[src/rtl/inst_cache_pkg.sv]
// rtl/inst_cache_pkg.sv - shared line geometry, FSM states and memory read-port widths
package inst_cache_pkg;

    localparam int LINE_OFF_BITS = 4;
    localparam int LINE_WORDS    = 4;
    localparam int WORD_SEL_BITS = 2;
    localparam int MEM_ADDR_W    = 32;
    localparam int MEM_DATA_W    = 32;
    localparam int LINE_ADDR_W   = MEM_ADDR_W - LINE_OFF_BITS;

    typedef enum logic {
        IDLE,
        FILL
    } state_t;

    typedef logic [MEM_DATA_W-1:0] word_t;
    typedef logic [LINE_WORDS-1:0][MEM_DATA_W-1:0] line_t;

    function automatic logic [15:0] sel_half(input word_t w, input logic upper);
        return upper ? w[31:16] : w[15:0];
    endfunction

endpackage

[src/rtl/inst_cache_if.sv]
// rtl/inst_cache_if.sv - fetch-side and memory-read-side signals of the instruction cache
interface inst_cache_if;
    import inst_cache_pkg::*;

    logic                  fetch_ready_in;
    logic [31:0]           fetch_pc;
    logic [31:0]           inst_out;
    logic                  inst_ready_out;
    logic                  mem_req;
    logic [MEM_ADDR_W-1:0] mem_addr;
    logic [MEM_DATA_W-1:0] mem_data;
    logic                  mem_done;

    modport slave (
        input  fetch_ready_in, fetch_pc, mem_data, mem_done,
        output inst_out, inst_ready_out, mem_req, mem_addr
    );

    modport master (
        output fetch_ready_in, fetch_pc, mem_data, mem_done,
        input  inst_out, inst_ready_out, mem_req, mem_addr
    );

endinterface

[src/rtl/icache_array.sv]
// rtl/icache_array.sv - valid/tag/data storage: full-line read port A, word-0 read port B, one word write port
module icache_array
    import inst_cache_pkg::*;
#(
    parameter int INDEX_BITS = 4,
    parameter int TAG_BITS   = LINE_ADDR_W - INDEX_BITS
) (
    input  logic                  clk,
    input  logic                  rst,
    input  logic [INDEX_BITS-1:0] a_idx,
    output logic                  a_valid,
    output logic [TAG_BITS-1:0]   a_tag,
    output line_t                 a_line,
    input  logic [INDEX_BITS-1:0] b_idx,
    output logic                  b_valid,
    output logic [TAG_BITS-1:0]   b_tag,
    output word_t                 b_word0,
    input  logic                  wr_en,
    input  logic [INDEX_BITS-1:0] wr_idx,
    input  logic [WORD_SEL_BITS-1:0] wr_word,
    input  word_t                 wr_data,
    input  logic                  fill_done,
    input  logic [TAG_BITS-1:0]   fill_tag,
    input  logic                  inval_en,
    input  logic [INDEX_BITS-1:0] inval_idx
);

    localparam int LINES = 1 << INDEX_BITS;

    logic [LINES-1:0]    valid_q, valid_d;
    logic [TAG_BITS-1:0] tag_q [LINES];
    logic [TAG_BITS-1:0] tag_d [LINES];
    line_t               data_q [LINES];
    line_t               data_d [LINES];

    assign a_valid = valid_q[a_idx];
    assign a_tag   = tag_q[a_idx];
    assign a_line  = data_q[a_idx];
    assign b_valid = valid_q[b_idx];
    assign b_tag   = tag_q[b_idx];
    assign b_word0 = data_q[b_idx][0];

    always_comb begin
        valid_d = valid_q;
        tag_d   = tag_q;
        data_d  = data_q;
        if (inval_en) begin
            valid_d[inval_idx] = 1'b0;
        end
        if (wr_en) begin
            data_d[wr_idx][wr_word] = wr_data;
        end
        // The line only becomes valid together with its last word and tag.
        if (fill_done) begin
            valid_d[wr_idx] = 1'b1;
            tag_d[wr_idx]   = fill_tag;
        end
    end

    always_ff @(posedge clk) begin
        if (rst) begin
            valid_q <= '0;
        end else begin
            valid_q <= valid_d;
        end
        tag_q  <= tag_d;
        data_q <= data_d;
    end

endmodule

[src/rtl/inst_cache.sv]
// rtl/inst_cache.sv - direct-mapped read-only instruction cache with halfword-granular fetch
module inst_cache
    import inst_cache_pkg::*;
#(
    parameter int INDEX_BITS = 4
) (
    input  logic          clk,
    input  logic          rst,
    input  logic          rdy,
    input  logic          clear,
    inst_cache_if.slave   bus
);

    localparam int TAG_BITS = LINE_ADDR_W - INDEX_BITS;

    logic [31:0]            pc;
    logic [LINE_ADDR_W-1:0] line_a, line_b;
    logic [INDEX_BITS-1:0]  idx_a, idx_b;
    logic                   a_valid, b_valid, hit_a, hit_b;
    logic [TAG_BITS-1:0]    a_tag, b_tag;
    line_t                  a_line;
    word_t                  b_word0, lo_word;
    logic [WORD_SEL_BITS-1:0] word_sel, nxt_sel;
    logic                   straddle, compressed, ready;
    logic [15:0]            lo, hi;
    logic                   unused_pc0;

    state_t                 state_q, state_d;
    logic [WORD_SEL_BITS-1:0] cnt_q, cnt_d;
    logic                   abort_q, abort_d, abort_eff;
    logic [LINE_ADDR_W-1:0] base_q, base_d;
    logic                   mem_req, wr_en, fill_done, inval_en;
    logic [MEM_ADDR_W-1:0]  mem_addr;
    logic [INDEX_BITS-1:0]  inval_idx;

    assign pc         = bus.fetch_pc;
    assign unused_pc0 = pc[0];
    assign line_a     = pc[31:LINE_OFF_BITS];
    assign line_b     = line_a + 1'b1;
    assign idx_a      = line_a[INDEX_BITS-1:0];
    assign idx_b      = line_b[INDEX_BITS-1:0];

    icache_array #(.INDEX_BITS(INDEX_BITS)) u_array (
        .clk       (clk),
        .rst       (rst),
        .a_idx     (idx_a),
        .a_valid   (a_valid),
        .a_tag     (a_tag),
        .a_line    (a_line),
        .b_idx     (idx_b),
        .b_valid   (b_valid),
        .b_tag     (b_tag),
        .b_word0   (b_word0),
        .wr_en     (wr_en),
        .wr_idx    (base_q[INDEX_BITS-1:0]),
        .wr_word   (cnt_q),
        .wr_data   (bus.mem_data),
        .fill_done (fill_done),
        .fill_tag  (base_q[LINE_ADDR_W-1:INDEX_BITS]),
        .inval_en  (inval_en),
        .inval_idx (inval_idx)
    );

    assign hit_a      = a_valid && (a_tag == line_a[LINE_ADDR_W-1:INDEX_BITS]);
    assign hit_b      = b_valid && (b_tag == line_b[LINE_ADDR_W-1:INDEX_BITS]);
    assign word_sel   = pc[3:2];
    assign nxt_sel    = word_sel + 2'd1;
    assign straddle   = &pc[3:1];
    assign lo_word    = a_line[word_sel];
    assign lo         = sel_half(lo_word, pc[1]);
    assign compressed = (lo[1:0] != 2'b11);

    // A compressed halfword at the line end is deliverable without line B; its upper half reads 0.
    always_comb begin
        hi = '0;
        if (!pc[1]) begin
            hi = lo_word[31:16];
        end else if (!straddle) begin
            hi = a_line[nxt_sel][15:0];
        end else if (hit_b) begin
            hi = b_word0[15:0];
        end
    end

    assign ready = rdy && bus.fetch_ready_in && (state_q == IDLE) && hit_a
                   && (!straddle || hit_b || compressed);

    assign bus.inst_ready_out = ready;
    assign bus.inst_out       = ready ? {hi, lo} : 32'h0;
    assign bus.mem_req        = mem_req;
    assign bus.mem_addr       = mem_addr;

    always_comb begin
        state_d   = state_q;
        cnt_d     = cnt_q;
        abort_d   = abort_q;
        base_d    = base_q;
        mem_req   = 1'b0;
        mem_addr  = '0;
        wr_en     = 1'b0;
        fill_done = 1'b0;
        inval_en  = 1'b0;
        inval_idx = hit_a ? idx_b : idx_a;
        abort_eff = abort_q || clear;
        case (state_q)
            IDLE: begin
                if (rdy && bus.fetch_ready_in && !ready && !clear) begin
                    base_d   = hit_a ? line_b : line_a;
                    inval_en = 1'b1;
                    cnt_d    = '0;
                    abort_d  = 1'b0;
                    state_d  = FILL;
                end
            end
            FILL: begin
                mem_req  = 1'b1;
                mem_addr = {base_q, cnt_q, 2'b00};
                // An aborted fill still owns the outstanding word; it ends on that word's done.
                if (rdy) begin
                    abort_d = abort_eff;
                    if (bus.mem_done) begin
                        if (abort_eff) begin
                            state_d = IDLE;
                            abort_d = 1'b0;
                            cnt_d   = '0;
                        end else begin
                            wr_en = 1'b1;
                            cnt_d = cnt_q + 2'd1;
                            if (cnt_q == 2'd3) begin
                                fill_done = 1'b1;
                                state_d   = IDLE;
                            end
                        end
                    end
                end
            end
            default: state_d = IDLE;
        endcase
    end

    always_ff @(posedge clk) begin
        if (rst) begin
            state_q <= IDLE;
            cnt_q   <= '0;
            abort_q <= 1'b0;
            base_q  <= '0;
        end else begin
            state_q <= state_d;
            cnt_q   <= cnt_d;
            abort_q <= abort_d;
            base_q  <= base_d;
        end
    end

endmodule

[src/flat_wrapper.sv]
// flat-port wrapper written by rule: the top's interface ports become plain ports
module inst_cache_flat import inst_cache_pkg::*;
#(
    parameter int INDEX_BITS = 4
)
  (clk, rst, rdy, clear, bus_fetch_ready_in, bus_fetch_pc, bus_mem_data, bus_mem_done, bus_inst_out, bus_inst_ready_out, bus_mem_req, bus_mem_addr);
  inst_cache_if bus_i ();
  input  logic clk;
  input  logic rst;
  input  logic rdy;
  input  logic clear;
  input wire logic [$bits(bus_i.fetch_ready_in)-1:0] bus_fetch_ready_in;
  input wire logic [$bits(bus_i.fetch_pc)-1:0] bus_fetch_pc;
  input wire logic [$bits(bus_i.mem_data)-1:0] bus_mem_data;
  input wire logic [$bits(bus_i.mem_done)-1:0] bus_mem_done;
  output wire logic [$bits(bus_i.inst_out)-1:0] bus_inst_out;
  output wire logic [$bits(bus_i.inst_ready_out)-1:0] bus_inst_ready_out;
  output wire logic [$bits(bus_i.mem_req)-1:0] bus_mem_req;
  output wire logic [$bits(bus_i.mem_addr)-1:0] bus_mem_addr;
  assign bus_i.fetch_ready_in = bus_fetch_ready_in;
  assign bus_i.fetch_pc = bus_fetch_pc;
  assign bus_i.mem_data = bus_mem_data;
  assign bus_i.mem_done = bus_mem_done;
  assign bus_inst_out = bus_i.inst_out;
  assign bus_inst_ready_out = bus_i.inst_ready_out;
  assign bus_mem_req = bus_i.mem_req;
  assign bus_mem_addr = bus_i.mem_addr;
  inst_cache #(.INDEX_BITS(INDEX_BITS)) u_core (.clk(clk), .rst(rst), .rdy(rdy), .clear(clear), .bus(bus_i));
endmodule
[config.mk]
export PLATFORM = sky130hd
export DESIGN_NAME = inst_cache_flat
export DESIGN_NICKNAME = d
export VERILOG_FILES = /design/src/rtl/inst_cache_pkg.sv /design/src/rtl/inst_cache_if.sv /design/src/rtl/icache_array.sv /design/src/rtl/inst_cache.sv /design/src/flat_wrapper.sv
export SDC_FILE = /design/constraint.sdc
export NUM_CORES = 2
export LEC_CHECK = 0
export CAP_MARGIN = 10
export CORE_UTILIZATION = 57
export CTS_CLUSTER_DIAMETER = 150
export DETAILED_ROUTE_END_ITERATION = 7
export PLACE_DENSITY = 0.76
export RECOVER_POWER = 25
export SLEW_MARGIN = 20
export SYNTH_ARGS = -nofsm -noshare
export SYNTH_HDL_FRONTEND = slang
export SYNTH_SLANG_ARGS = --single-unit
[constraint.sdc]
create_clock -name clk -period 5.3 [get_ports clk]
set_clock_uncertainty 0.1 [all_clocks]
set_input_delay 1.06 -clock clk [delete_from_list [all_inputs] [get_ports clk]]
set_output_delay 1.06 -clock clk [all_outputs]
set_load 0.1 [all_outputs]
==> flow_metrics.env <==
export IMPL_status="finished with violations"
export IMPL_violations="max-capacitance violations, max-slew violations, negative setup slack"
export IMPL_synth_cell_types=92
export IMPL_critPathMaxStageDelay_ps=570
export IMPL_leakage_nw=39.0
export IMPL_slew_limit_headroom_pct=-110
export IMPL_p_seq_share_pct=51.6
export IMPL_synth_seq_cells=2480
export IMPL_yosysMostFrequentCell="edfxtp_1"
export IMPL_path_cells="buf_12 -> ha_4 -> buf_12 -> buf_12 -> mux4_2 -> mux4_2 -> xor2_1 -> or3_1 -> a221oi_2 -> nand4_1 -> buf_6 -> a21boi_4 -> nand2_8 -> buf_12 -> nor3_4 -> buf_12 -> buf_12"
export IMPL_cts_buffers=234
export IMPL_initial_core_util_pct=57.4
export IMPL_yosysTopAreaCell="edfxtp_1"
export IMPL_core_area_sq_um=181000
export IMPL_path_max_fanout=7
export IMPL_nNetsFinal=5573
export IMPL_synth_area_sq_um=104000
export IMPL_finalCritPeriodShare_pct=119
export IMPL_yosys_top_cells_area="edfxtp_1 70%, mux4_2 20%, mux2i_1 1.4%"
export IMPL_io_pins=136
export IMPL_multi_input_area_sq_um=29200
export IMPL_place_congestion=0.998
export IMPL_clock_sinks=2480
export IMPL_ir_drop_v=0.000388
export IMPL_timing_rr_start="u_core.u_array.tag_q[52]$_DFFE_PP_"
export IMPL_place_ws_ps=-1360
export IMPL_syn_avg_cell_area_sq_um=21.3
export IMPL_antenna_found_initial=26
export IMPL_area_delta_synth_final_pct=17.1
export IMPL_start_kind="input port"
export IMPL_synth_top_family_by_area="multiplexers"
export IMPL_clkPwrFrac_pct=40.4
export IMPL_vias_per_cell=7.30
export IMPL_endpoint_kind="output port"
export IMPL_fin_ws_ps=-1030
export IMPL_synth_compound_area_share_pct=1.92
export IMPL_synth_xor_area_share_pct=0.528
export IMPL_hp_class="reg2reg"
export IMPL_finalSetupViolCount=33
export IMPL_num_fill_cells=10907
export IMPL_powerDensity_nw_per_um2=344
export IMPL_cts_root_buf="clkbuf_16"
export IMPL_die_area_sq_um=184000
export IMPL_slew_violations=1267
export IMPL_r2r_slack_ps=920
export IMPL_wl_mm=327
export IMPL_whs_ps=415
export IMPL_h_tree_depth=4
export IMPL_ys_top_cells_by_count="2432 x edfxtp_1, 912 x mux4_2, 159 x clkbuf_1, 157 x nor2_1, 150 x mux2i_1"
export IMPL_first_iter_violations=8869
export IMPL_rsz0062_at_grt="yes"
export IMPL_period_needed_ps=6330
export IMPL_synth_simple_area_share_pct=2.97
export IMPL_worst_pin_slew_ps=3150
export IMPL_max_cap_viol_count=20
export IMPL_cp_slowest_cell="mux4_2"
export IMPL_grt_pass1_wl_mm=454
export IMPL_cts_reportedPaths_clkPinSlew_ps=50
export IMPL_crit_type="in2out"
export IMPL_synthAdderAreaFrac_pct=0.0603
export IMPL_synth_edf_count=2432
export IMPL_p_switching_mw=9.64
export IMPL_drive_gt1_share_pct=36.6
export IMPL_synthFlopType="edfxtp_1"
export IMPL_clockBufferDepth=3
export IMPL_drc=0
export IMPL_critPathLaunch="bus_fetch_pc[5]"
export IMPL_clk_latency_ps=890
export IMPL_comb_power_share_pct=8.0
export IMPL_regArea_sq_um=74000
export IMPL_grt_pass1_vias=59045
export IMPL_p_int_mw=32.1
export IMPL_grt_overflow=0
export IMPL_vias=58997
export IMPL_rows=156
export IMPL_crit_family="buffers and inverters"
export IMPL_p_sw_share_pct=23.1
export IMPL_hold_buffers=0
export IMPL_worstHoldStart="u_core.abort_q$_SDFFE_PP0P_"
export IMPL_critPathArrivalTime_ps=5170
export IMPL_fmax_ghz=0.158
export IMPL_grt_max_degree=135
export IMPL_cp_num_buf_inv=7
export IMPL_async_flop_share_pct=0
export IMPL_path_common_cell="buf_12"
export IMPL_die_width_microns=429
export IMPL_yosysWarnings=0
export IMPL_cts_tree="done"
export IMPL_synth_top_cell_area_share_pct=70.4
export IMPL_first_pass_iters=8
export IMPL_grt_use_total_pct=35.7
export IMPL_portBuffers=132
export IMPL_hpwl_mm=177
export IMPL_hold_viol=0
export IMPL_cp_data_required_time_ps=4140
export IMPL_ant_nets=0
export IMPL_die_y_microns=429
export IMPL_wl_per_cell_microns=40.5
export IMPL_synth_mux_area_share_pct=21.5
export IMPL_syn_inst=4869
export IMPL_synth_seq_area_share_pct=71.4
## cells by family after synthesis
family,Yosys count
flops,2480
mux,1082
simple gates,597
buf+inv,356
compound gates,287
xor+xnor,61
fa+ha+maj,5
other cells,1
## through the flow
stage | setup TNS, ps | cell area [sq um] | std cells | util, % | total power [mW]
2_1_floorplan | -18820 | 104000 | 4870 | - | 23.7
3_3_place_gp | -53970 | 113000 | 7604 | 62.5 | 25.0
3_5_place_dp | -52380 | 113000 | 7604 | 62.5 | 25.1
4_1_cts | -27860 | 121000 | 8061 | 67.1 | 41.7
5_1_grt | -31990 | 121000 | 8073 | 67.2 | 42.6
6_report | -29480 | 121000 | 8081 | 67.2 | 41.8
## cell type report
type | instances | share of cell area [%]
clock inverters | 155 | 1.31
inverters | 35 | 0.117
flip-flops and latches | 2480 | 60.9
repair buffers | 713 | 6.17
clock buffers | 282 | 4.99
well taps | 2370 | 2.44
diodes | 12 | 0.0247
multi-input cells | 2034 | 24.0
## worst min-delay path, stage by stage (launching register included)
cell	delay (ps)
dfxtp_1	310
o21ai_0	90
a21oi_1	70
## flip-flops by register name, summed over array words and instances (netlist names)
| name | count |
|---|---|
| u_core.cnt_q | 2 |
| u_core.u_array.valid_q | 16 |
| u_core.u_array.data_q | 2048 |
| u_core.u_array.tag_q | 384 |
| u_core.abort_q | 1 |
| u_core.base_q | 28 |
| u_core.state_q | 1 |
## path summary, 6_finish.rpt
| kind | to | cells past startpoint |
|---|---|---|
| max reg2reg | u_core.base_q[13]$_SDFFE_PP0N_ | 16 |
| max | bus_inst_out[25] | 17 |
| min | u_core.abort_q$_SDFFE_PP0P_ | 2 |
| min reg2reg | u_core.abort_q$_SDFFE_PP0P_ | 2 |
## cell usage in the layout, fill, tap and decap left out, types with 55 or more instances in the layout
master / count
nor2_1: 59
clkbuf_1: 72
nand2_1: 121
nand3_1: 55
nor2_4: 97
mux4_2: 912
buf_4: 450
a21oi_1: 56
clkdlybuf4s50_1: 59
mux2i_1: 143
buf_12: 133
clkbuf_16: 236
edfxtp_1: 2432
## timing repair
action | CTS | global route
gates resized for setup | 41 | 26
setup endpoints to repair | 33 | 33
setup buffers | 11 | 4
pin swaps | 5 | 16
cloned | 10 | 2
## power by group through the flow
stage	combinational [mW]	clock, mW	sequential, mW
after floorplan	1.73	0	22.0
after global placement	3.06	0	22.0
final	3.32	16.9	21.6
after CTS	3.24	16.9	21.5
after global routing	3.42	17.6	21.6
after detailed placement	3.10	0	22.0
## routing by layer
layer / track usage [%] / wire length, microns / vias up
met2: 55.8 / 155000 / 5150
met1: 46.1 / 109000 / 30756
li1: - / - / 22048
met5: 0 / 67 / -
met3: 8.73 / 40600 / 1031
met4: 20.8 / 22100 / 12
(Power assumes the default switching activity.)
